===== src/rtl/bus_req_arbiter_pkg.sv =====
//------------------------------------------------------------------------------
// Module : bus_req_arbiter_pkg
// Brief  : Shared constants, types and round-robin pick helper for the arbiter.
// Rev    : 1.0  initial release
//------------------------------------------------------------------------------
`default_nettype none

package bus_req_arbiter_pkg;

    localparam int SW_ADDR_MSB  = 7;
    localparam int SW_ADDR_LSB  = 5;
    localparam int REG_ADDR_MSB = 4;
    localparam int OP_ID_W      = 8;
    localparam int MAX_REQ      = 8;
    localparam int RR_IDX_W     = 3;

    typedef struct packed {
        logic                found;
        logic [RR_IDX_W-1:0] idx;
    } rr_pick_t;

    // First set bit of mask at or after ptr, wrapping at num (num <= MAX_REQ, ptr < num).
    function automatic rr_pick_t rr_pick(input logic [MAX_REQ-1:0]  mask,
                                         input logic [RR_IDX_W-1:0] ptr,
                                         input logic [RR_IDX_W:0]   num);
        rr_pick_t r;
        int       j;
        r = '0;
        for (int k = 0; k < MAX_REQ; k++) begin
            j = int'(ptr) + k;
            if (j >= int'(num)) begin
                j = j - int'(num);
            end
            if ((k < int'(num)) && !r.found && mask[j[RR_IDX_W-1:0]]) begin
                r.found = 1'b1;
                r.idx   = j[RR_IDX_W-1:0];
            end
        end
        return r;
    endfunction

endpackage

`default_nettype wire


===== src/rtl/bus_req_arbiter_rr_arbiter.sv =====
//------------------------------------------------------------------------------
// Module : rr_arbiter
// Brief  : Combinational round-robin pick with a registered rotating pointer.
// Rev    : 1.0  initial release
//------------------------------------------------------------------------------
`default_nettype none

module rr_arbiter
    import bus_req_arbiter_pkg::*;
#(
    parameter int NUM_REQ = 4
) (
    input  logic                clk,
    input  logic                rst_n,
    input  logic [NUM_REQ-1:0]  req_mask,
    input  logic                advance,
    output logic [NUM_REQ-1:0]  grant,
    output logic [RR_IDX_W-1:0] grant_idx
);

    logic [RR_IDX_W-1:0] r_ptr;
    logic [MAX_REQ-1:0]  w_mask8;
    rr_pick_t            w_pick;

    always_comb begin
        w_mask8                = '0;
        w_mask8[NUM_REQ-1:0]   = req_mask;
        w_pick                 = rr_pick(w_mask8, r_ptr, (RR_IDX_W+1)'(NUM_REQ));
    end

    always_comb begin
        grant = '0;
        for (int i = 0; i < NUM_REQ; i++) begin
            grant[i] = w_pick.found && (w_pick.idx == RR_IDX_W'(i));
        end
    end

    assign grant_idx = w_pick.idx;

    // Pointer moves just past the winner so it has lowest priority next time.
    always_ff @(posedge clk or negedge rst_n) begin
        if (!rst_n) begin
            r_ptr <= '0;
        end else if (advance) begin
            if (w_pick.idx == RR_IDX_W'(NUM_REQ-1)) begin
                r_ptr <= '0;
            end else begin
                r_ptr <= w_pick.idx + RR_IDX_W'(1);
            end
        end
    end

endmodule

`default_nettype wire


===== src/rtl/bus_req_arbiter.sv =====
//------------------------------------------------------------------------------
// Module : bus_req_arbiter
// Brief  : Round-robin sharing of the bus_module request port with FIFO-full skip.
// Rev    : 1.0  initial release
//------------------------------------------------------------------------------
`default_nettype none

module bus_req_arbiter
    import bus_req_arbiter_pkg::*;
#(
    parameter int NUM_REQ     = 4,
    parameter int NUM_SW_INST = 5,
    parameter int W_WIDTH     = 8
) (
    input  logic                       clk,
    input  logic                       rst_n,
    input  logic                       arb_en,
    input  logic [NUM_REQ-1:0]         req_valid,
    input  logic [NUM_REQ-1:0]         req_wr_rd,
    input  logic [8*NUM_REQ-1:0]       req_addr,
    input  logic [W_WIDTH*NUM_REQ-1:0] req_wr_data,
    output logic [NUM_REQ-1:0]         req_ready,
    input  logic [NUM_SW_INST-1:0]     fifo_full,
    output logic                       bus_en,
    output logic                       bus_valid,
    output logic                       bus_wr_rd,
    output logic [OP_ID_W-1:0]         bus_op_id,
    output logic [7:0]                 bus_addr,
    output logic [W_WIDTH-1:0]         bus_wr_data,
    output logic                       err_valid,
    output logic [2:0]                 err_req_idx
);

    logic [7:0]          w_full8;
    logic [NUM_REQ-1:0]  w_elig;
    logic [NUM_REQ-1:0]  w_bad;
    logic [RR_IDX_W-1:0] w_idx;
    logic                w_xfer;
    logic                w_sel_wr;
    logic [7:0]          w_sel_addr;
    logic [W_WIDTH-1:0]  w_sel_data;
    logic                w_sel_bad;
    logic [OP_ID_W-1:0]  r_op_cnt;

    // Non-existent switches read as "not full" so bad addresses still get accepted.
    always_comb begin
        w_full8                  = '0;
        w_full8[NUM_SW_INST-1:0] = fifo_full;
    end

    generate
        for (genvar gi = 0; gi < NUM_REQ; gi++) begin : g_elig
            logic [2:0] w_sw;
            assign w_sw        = req_addr[8*gi+SW_ADDR_MSB : 8*gi+SW_ADDR_LSB];
            assign w_bad[gi]   = ({1'b0, w_sw} >= 4'(NUM_SW_INST));
            assign w_elig[gi]  = req_valid[gi] && arb_en && !w_full8[w_sw];
        end
    endgenerate

    rr_arbiter #(
        .NUM_REQ (NUM_REQ)
    ) u_rr (
        .clk       (clk),
        .rst_n     (rst_n),
        .req_mask  (w_elig),
        .advance   (w_xfer),
        .grant     (req_ready),
        .grant_idx (w_idx)
    );

    assign w_xfer = |(req_valid & req_ready);

    always_comb begin
        w_sel_wr   = 1'b0;
        w_sel_addr = '0;
        w_sel_data = '0;
        w_sel_bad  = 1'b0;
        for (int i = 0; i < NUM_REQ; i++) begin
            if (req_ready[i]) begin
                w_sel_wr   = req_wr_rd[i];
                w_sel_addr = req_addr[8*i +: 8];
                w_sel_data = req_wr_data[W_WIDTH*i +: W_WIDTH];
                w_sel_bad  = w_bad[i];
            end
        end
    end

    always_ff @(posedge clk or negedge rst_n) begin
        if (!rst_n) begin
            bus_en      <= 1'b0;
            bus_valid   <= 1'b0;
            bus_wr_rd   <= 1'b0;
            bus_op_id   <= '0;
            bus_addr    <= '0;
            bus_wr_data <= '0;
            err_valid   <= 1'b0;
            err_req_idx <= '0;
            r_op_cnt    <= '0;
        end else begin
            bus_en    <= arb_en;
            bus_valid <= 1'b0;
            err_valid <= 1'b0;
            if (w_xfer) begin
                if (w_sel_bad) begin
                    err_valid   <= 1'b1;
                    err_req_idx <= w_idx;
                end else begin
                    bus_valid   <= 1'b1;
                    bus_wr_rd   <= w_sel_wr;
                    bus_addr    <= w_sel_addr;
                    bus_wr_data <= w_sel_data;
                    bus_op_id   <= r_op_cnt;
                    r_op_cnt    <= r_op_cnt + OP_ID_W'(1);
                end
            end
        end
    end

endmodule

`default_nettype wire


===== config.mk =====
export PLATFORM = sky130hd
export DESIGN_NAME = bus_req_arbiter
export DESIGN_NICKNAME = d
export VERILOG_FILES = /design/src/rtl/bus_req_arbiter_pkg.sv /design/src/rtl/bus_req_arbiter_rr_arbiter.sv /design/src/rtl/bus_req_arbiter.sv
export SDC_FILE = /design/constraint.sdc
export NUM_CORES = 1
export LEC_CHECK = 0
export CORE_ASPECT_RATIO = 1.25
export CORE_UTILIZATION = 44
export CTS_CLUSTER_SIZE = 24
export DETAILED_ROUTE_END_ITERATION = 10
export GPL_TIMING_DRIVEN = 0
export PLACE_DENSITY_LB_ADDON = 0.1
export SLEW_MARGIN = 10
export SYNTH_ARGS = -nofsm -noshare
export SYNTH_HDL_FRONTEND = slang
export SYNTH_HIERARCHICAL = 1
export SYNTH_SLANG_ARGS = --single-unit

===== constraint.sdc =====
create_clock -name clk -period 4.6 [get_ports clk]
set_input_delay 0.92 -clock clk [delete_from_list [all_inputs] [get_ports clk]]
set_output_delay 0.92 -clock clk [all_outputs]
set_load 0.005 [all_outputs]

# == Word level (Yosys, flattened, before mapping) ==
# Index checks and enable logic that the tools add are counted.
# totals
reg_bits,42
latch_bits,0
ramBits,0
mem_bits_ro,0
in_bits,80
wordCells,111
memories,0
# op_classes
add_sub_neg,9
mul,0
div_mod_pow,0
n_lt_le_gt_ge,16
n_eq_ne,3
n_shift,0
mux,45
bitwise_logic,2
n_reduce_logical,26
# ops
cell,count
8-bit two-way mux,8
3-bit by 4-bit < comparator with 1-bit output (second input constant),8
1-bit binary-select mux with 3-bit select,8
1-bit two-way mux,20
4-bit two-way mux,4
3-bit greater-or-equal comparator (second input constant),5
1-bit logical AND,15
3-bit two-way mux,5
4-bit by 3-bit greater-or-equal comparator with 1-bit output (second input constant),3
3-bit subtractor (second input constant),4
3-bit by 2-bit adder with 4-bit output (second input constant),2
8-bit by 1-bit adder with 8-bit output (second input constant),1
1-bit zero test,7
3-bit by 2-bit equality test with 1-bit output (second input constant),2
3-bit by 1-bit adder with 4-bit output (second input constant),1
4-bit AND,1
2-bit AND reduction,2
4-bit OR reduction,1
3-bit by 1-bit adder with 3-bit output (second input constant),1
3-bit by 1-bit equality test with 1-bit output (second input constant),1
3-bit zero test,1
1-bit NOT,1

# == Logic depth before layout (Yosys ltp) ==
# depth
ltp_word,24
mapped_depth,19
ltp_nobuf,16

# == By module ==
# The synthesis kept the hierarchy.
# by_module_without_submodules
mod,n_inst,cells_per_inst,area_per_inst_um2,seq_area_each_um2
bus_req_arbiter,1,229,2268.4,975.9
rr_arbiter,1,62,560.5,75.1

# == Worst setup path before layout ==
# OpenSTA, ideal clock, no wires.
# synth_timing
path_kind,input to register
start,input port req_addr[29]
end,register bus_op_id[6]
setup_ns,0.125
arrival_time_ns,4.443
setup_slack_ns,0.032
path_stages,16
cell_sequence,mux4_2 > o21ai_0 > and3_1 > mux2i_1 > a221o_1 > a32oi_1 > o211ai_1 > ha_1 > and2_1 > buf_6 > a222oi_1 > a21oi_1 > o31a_1 > buf_6 > buf_6 > mux2_4
# synth_via
elab_cells_between_ends,39
# synth_lines
element,line,text
from (decl),bus_req_arbiter.sv:20,"input logic [8*NUM_REQ-1:0] req_addr,"
1-bit binary-select mux with 3-bit select *,bus_req_arbiter.sv:56,assign w_elig[gi] = req_valid[gi] && arb_en && !w_full8[w_sw];
1-bit two-way mux (not written as such) *,bus_req_arbiter.sv:56,
1-bit zero test *,bus_req_arbiter.sv:56,
1-bit logical AND *,bus_req_arbiter.sv:56,
named net w_elig[3],bus_req_arbiter.sv:35,logic [NUM_REQ-1:0] w_elig;
1-bit binary-select mux with 3-bit select,bus_req_arbiter_pkg.sv:34,if ((k < int'(num)) && !r.found && mask[j[RR_IDX_W-1:0]]) begin
1-bit two-way mux (not written as such),bus_req_arbiter_pkg.sv:34,
4-bit two-way mux,bus_req_arbiter_pkg.sv:34,
[... 8 more ...],n/a,
4-bit two-way mux *,bus_req_arbiter_pkg.sv:34,
named net w_idx[0],bus_req_arbiter.sv:37,logic [RR_IDX_W-1:0] w_idx;
3-bit by 1-bit equality test with 1-bit output *,bus_req_arbiter_rr_arbiter.sv:34,grant[i] = w_pick.found && (w_pick.idx == RR_IDX_W'(i));
1-bit logical AND *,bus_req_arbiter_rr_arbiter.sv:34,
named net req_ready[1],bus_req_arbiter.sv:22,"output logic [NUM_REQ-1:0] req_ready,"
1-bit two-way mux (3 in series),bus_req_arbiter.sv:79,if (req_ready[i]) begin
1-bit NOT (no line),n/a,
2-bit AND reduction (no line) *,n/a,
to (signal assigned),bus_req_arbiter.sv:112,bus_op_id <= r_op_cnt;
to (decl),bus_req_arbiter.sv:27,"output logic [OP_ID_W-1:0] bus_op_id,"
# Mark *: on every way through the listed nets, which the timed path passes. The rest lies on a longest branch. The select of a mux whose other input is x is not followed.
# A chain may end at the register's enable or synchronous reset.

# == Worst setup path in the final report ==
# layout_timing
start,input port arb_en
end,output port req_ready[3]
# layout_via
elab_chain_cells,16
elab_cells_between_ends,28
# layout_lines
element,line,text
from (decl),bus_req_arbiter.sv:17,"input logic arb_en,"
1-bit logical AND * (2 in series),bus_req_arbiter.sv:56,
named net w_elig[3],bus_req_arbiter.sv:35,
1-bit binary-select mux with 3-bit select,bus_req_arbiter_pkg.sv:34,
1-bit two-way mux (not written as such),bus_req_arbiter_pkg.sv:34,
4-bit two-way mux,bus_req_arbiter_pkg.sv:34,
1-bit zero test,bus_req_arbiter_pkg.sv:34,
1-bit logical AND,bus_req_arbiter_pkg.sv:34,
4-bit two-way mux,bus_req_arbiter_pkg.sv:34,
1-bit zero test,bus_req_arbiter_pkg.sv:34,
1-bit logical AND,bus_req_arbiter_pkg.sv:34,
4-bit two-way mux,bus_req_arbiter_pkg.sv:34,
1-bit zero test,bus_req_arbiter_pkg.sv:34,
1-bit logical AND,bus_req_arbiter_pkg.sv:34,
4-bit two-way mux *,bus_req_arbiter_pkg.sv:34,
named net w_idx[0],bus_req_arbiter.sv:37,
3-bit by 2-bit equality test with 1-bit output *,bus_req_arbiter_rr_arbiter.sv:34,
1-bit logical AND *,bus_req_arbiter_rr_arbiter.sv:34,
to (decl),bus_req_arbiter.sv:22,
# Marked as above.

==> flow_summary.json <==
{
  "pwr-share-comb": 0.728,
  "avgSynthCellArea_um2": 9.72,
  "postSynthCellCount": 291,
  "setup_violations": 0,
  "p_total_mw": 3.27,
  "crit_type": "input port to output port",
  "track_usage": 0.294,
  "cts_sinks": 42,
  "dr_total_vias": 3089,
  "yosysUniqueCellTypes": 52,
  "cts_hold_buf": 0,
  "nNetsFinal": 536,
  "crit_fanout": 5,
  "routedWlPerCell_um": 18.2,
  "drive_above_1_share": 0.252,
  "holdPathStages": 1,
  "fmax_mhz": 221,
  "crit_path_end_kind": "output port",
  "hold_path_end": "r_op_cnt[7]",
  "insertion_delay_ns": 0.29,
  "fin_crit_sh": 0.985,
  "arrival_ns": 3.61,
  "core_um2": 6210,
  "synth_area_um2": 2830,
  "critical_path.cell_chain": "clkdlybuf4s50_1, and3_4, buf_4, mux4_2, or2_1, o211ai_1, buf_4, ha_2, and2_4, dlygate4sd2_1",
  "grt_pass1_wl_mm": 15.1,
  "start_kind": "input port",
  "firstDrtPassIters": 4,
  "skew_ns": 0.00478,
  "yosysTopAreaCell": "dfrtp_1",
  "clock_path_buffers": 2,
  "slowest_delay_ns": 0.51,
  "swShare": 0.409,
  "cts_tree": "built",
  "async_flop_share": 1.00,
  "whs_ns": 0.485,
  "p_leak_nw": 2.08,
  "synthTopCellsByCount": "dfrtp_1, a21oi_1, o22ai_1",
  "r2r_cells": 19,
  "synthDominantCellAreaShare": 0.372,
  "power.density_nw_per_um2": 708,
  "die_h_um": 91.7,
  "grt_max_degree": 32,
  "path_buf_inv": 4,
  "power.internal_mw": 1.93,
  "worstReg2RegStart": "u_rr/r_ptr[0]",
  "period_minus_slack_ns": 4.53,
  "clockRootBuffer": "clkbuf_8",
  "cts_max_level": 2,
  "switching_power_mw": 1.34,
  "synth_flop_cell": "dfrtp_1",
  "cp_data_required_time_ns": 3.68,
  "place_congestion": 0.885,
  "die_w_um": 73.7,
  "min_from": "r_op_cnt[7]",
  "io_pins": 115,
  "place_area_um2": 4090,
  "pwr-share-clk": 0.071,
  "wl_mm": 9.72,
  "cap_violations": 0,
  "worst-path-stages": 10,
  "ir_drop_uv": 414,
  "io_buffers": 114,
  "initial_core_util": 0.456,
  "n_antenna_cell": 0,
  "crit_top_cell": "buf_4",
  "viasPerCell": 5.80,
  "syn_to_final_growth_pct": 63.5,
  "synth.area.top_cells": "dfrtp_1, o22ai_1, a21oi_1, a221oi_1, mux4_2",
  "crit_path_top_delay_cell": "mux4_2",
  "status": "finished, final reports clean",
  "clk_pin_slew_ns": 0.07,
  "hold_viol_final": 0,
  "yosysMostFrequentCell": "dfrtp_1",
  "critPathTopFamily": "buffers and inverters",
  "rows": 32,
  "grt_antenna_before_repair": 0,
  "grt_pass1_vias": 3199,
  "ys_ff_latch": 42,
  "final_area_um2": 4620,
  "dp_hpwl_mm": 6.91,
  "yosys_warnings": 6,
  "dieArea_um2": 6760,
  "drc": 0,
  "ys_seq_area_frac": 0.372,
  "drt_iter0_drc": 134,
  "numCtsBuffers": 5,
  "grt.overflow.total": 0,
  "ff2ff_setup_slack_ns": 0.18,
  "ant_nets": 0,
  "report.final.slew_viol_count": 0,
  "reg2reg_to": "bus_op_id[6]",
  "power_frac_seq": 0.201,
  "synth-edff-count": 0,
  "syn-num-nets": 378,
  "hold_path_class": "flop to flop"
}
[what timing repair did]
action                                  in CTS  in global routing
endpoints found under the setup margin      45                 40
buffers inserted                            27                 12
resized for setup                           62                 47
pin swaps                                   14                 14
[sequential cells by signal, indices dropped and copies added (netlist names)]
register	cells
err_valid	1
bus_valid	1
r_op_cnt	8
bus_wr_rd	1
bus_wr_data	8
bus_op_id	8
u_rr/r_ptr	3
bus_addr	8
err_req_idx	3
bus_en	1
[final cells by class]
cell class                      count  area [µm²]
Tap cell                           85         106
Inverter                           22        82.6
Buffer                             19         153
Clock buffer                        6        82.6
Timing Repair Buffer              153        1450
Multi-Input combinational cell    206        1700
Fill cell                         462        1580
Sequential cell                    42        1050
[per-stage QoR]
| stage | setup TNS (ns) | utilization | setup slack, ns | instances |
|---|---|---|---|---|
| floorplan | 0 | - | 0.0320 | 291 |
| global placement | -48.54 | 0.657 | -1.31 | 490 |
| detailed placement | -50.63 | 0.659 | -1.37 | 491 |
| CTS | 0 | 0.719 | 0.0120 | 523 |
| global route | -0.543 | 0.745 | -0.0731 | 533 |
| finish | 0 | 0.745 | 0.0678 | 533 |
[placed cells by master, fill, tap and decap left out, drive strengths merged, types with 6 or more instances in the layout]
master / netlist / layout
nor2: 6 / 6
o21ai: 10 / 10
mux2: 13 / 13
nand2: 13 / 13
a221oi: 17 / 17
inv: 21 / 21
dlygate4sd2: 0 / 7
dfrtp: 42 / 42
o22ai: 34 / 34
mux4: 7 / 7
and2: 9 / 9
clkbuf: 4 / 15
ha: 7 / 7
clkdlybuf4s50: 0 / 91
buf: 17 / 59
a21oi: 35 / 35
[worst reg2reg max path: stages (launching register included)]
cell      delay (ns)
dfrtp_1         0.37
buf_6           0.15
clkbuf_4        0.22
inv_1           0.11
ha_1            0.29
clkbuf_4        0.22
mux4_2          0.56
nand2_2         0.11
nand2_2         0.09
o32a_1          0.38
ha_1            0.21
and2_4          0.14
nor2b_1         0.12
buf_4           0.15
a311oi_4        0.32
buf_4           0.17
o31a_1          0.14
buf_6           0.13
buf_8           0.14
mux2_4          0.31
[how the worst max path moves through the flow]
| stage | from | end | slack, ns |
|---|---|---|---|
| 4_1_cts | fifo_full[1] | err_req_idx[0] | 0.01 |
| 3_3_place_gp | req_addr[29] | bus_addr[3] | -1.31 |
| 6_report | arb_en | req_ready[3] | 0.07 |
| 3_5_place_dp | req_addr[29] | bus_wr_rd | -1.37 |
| 5_1_grt | fifo_full[0] | err_req_idx[1] | -0.07 |
| 2_1_floorplan | req_addr[29] | bus_op_id[6] | 0.03 |
[cell families after synthesis]
| group | count (synthesis) | share of synthesized area |
|---|---|---|
| AOI/OAI and AO/OA | 113 | 0.268 |
| and+or+nand+nor | 53 | 0.102 |
| buffers and inverters | 43 | 0.0739 |
| DFF | 42 | 0.372 |
| muxes | 25 | 0.130 |
| adders and majority gates | 7 | 0.0310 |
| xor gates and xnor gates | 7 | 0.0217 |
| other | 1 | 0.00133 |
[power groups by stage]
stage	registers (mW)	logic, mW	clock network (mW)
after floorplan	0.652	1.22	0
after global placement	0.652	1.88	0
after detailed placement	0.663	1.91	0
after CTS	0.657	2.18	0.238
after global routing	0.676	2.57	0.250
final	0.657	2.38	0.234
[layer usage]
layer	GRT usage	vias up	part of all wire
li1	-	1427	-
met1	0.302	1485	0.37
met2	0.528	136	0.53
met3	0.0692	41	0.060
met4	0.167	0	0.048
met5	0	-	0
No activity file was read; power rests on OpenSTA's default activity.
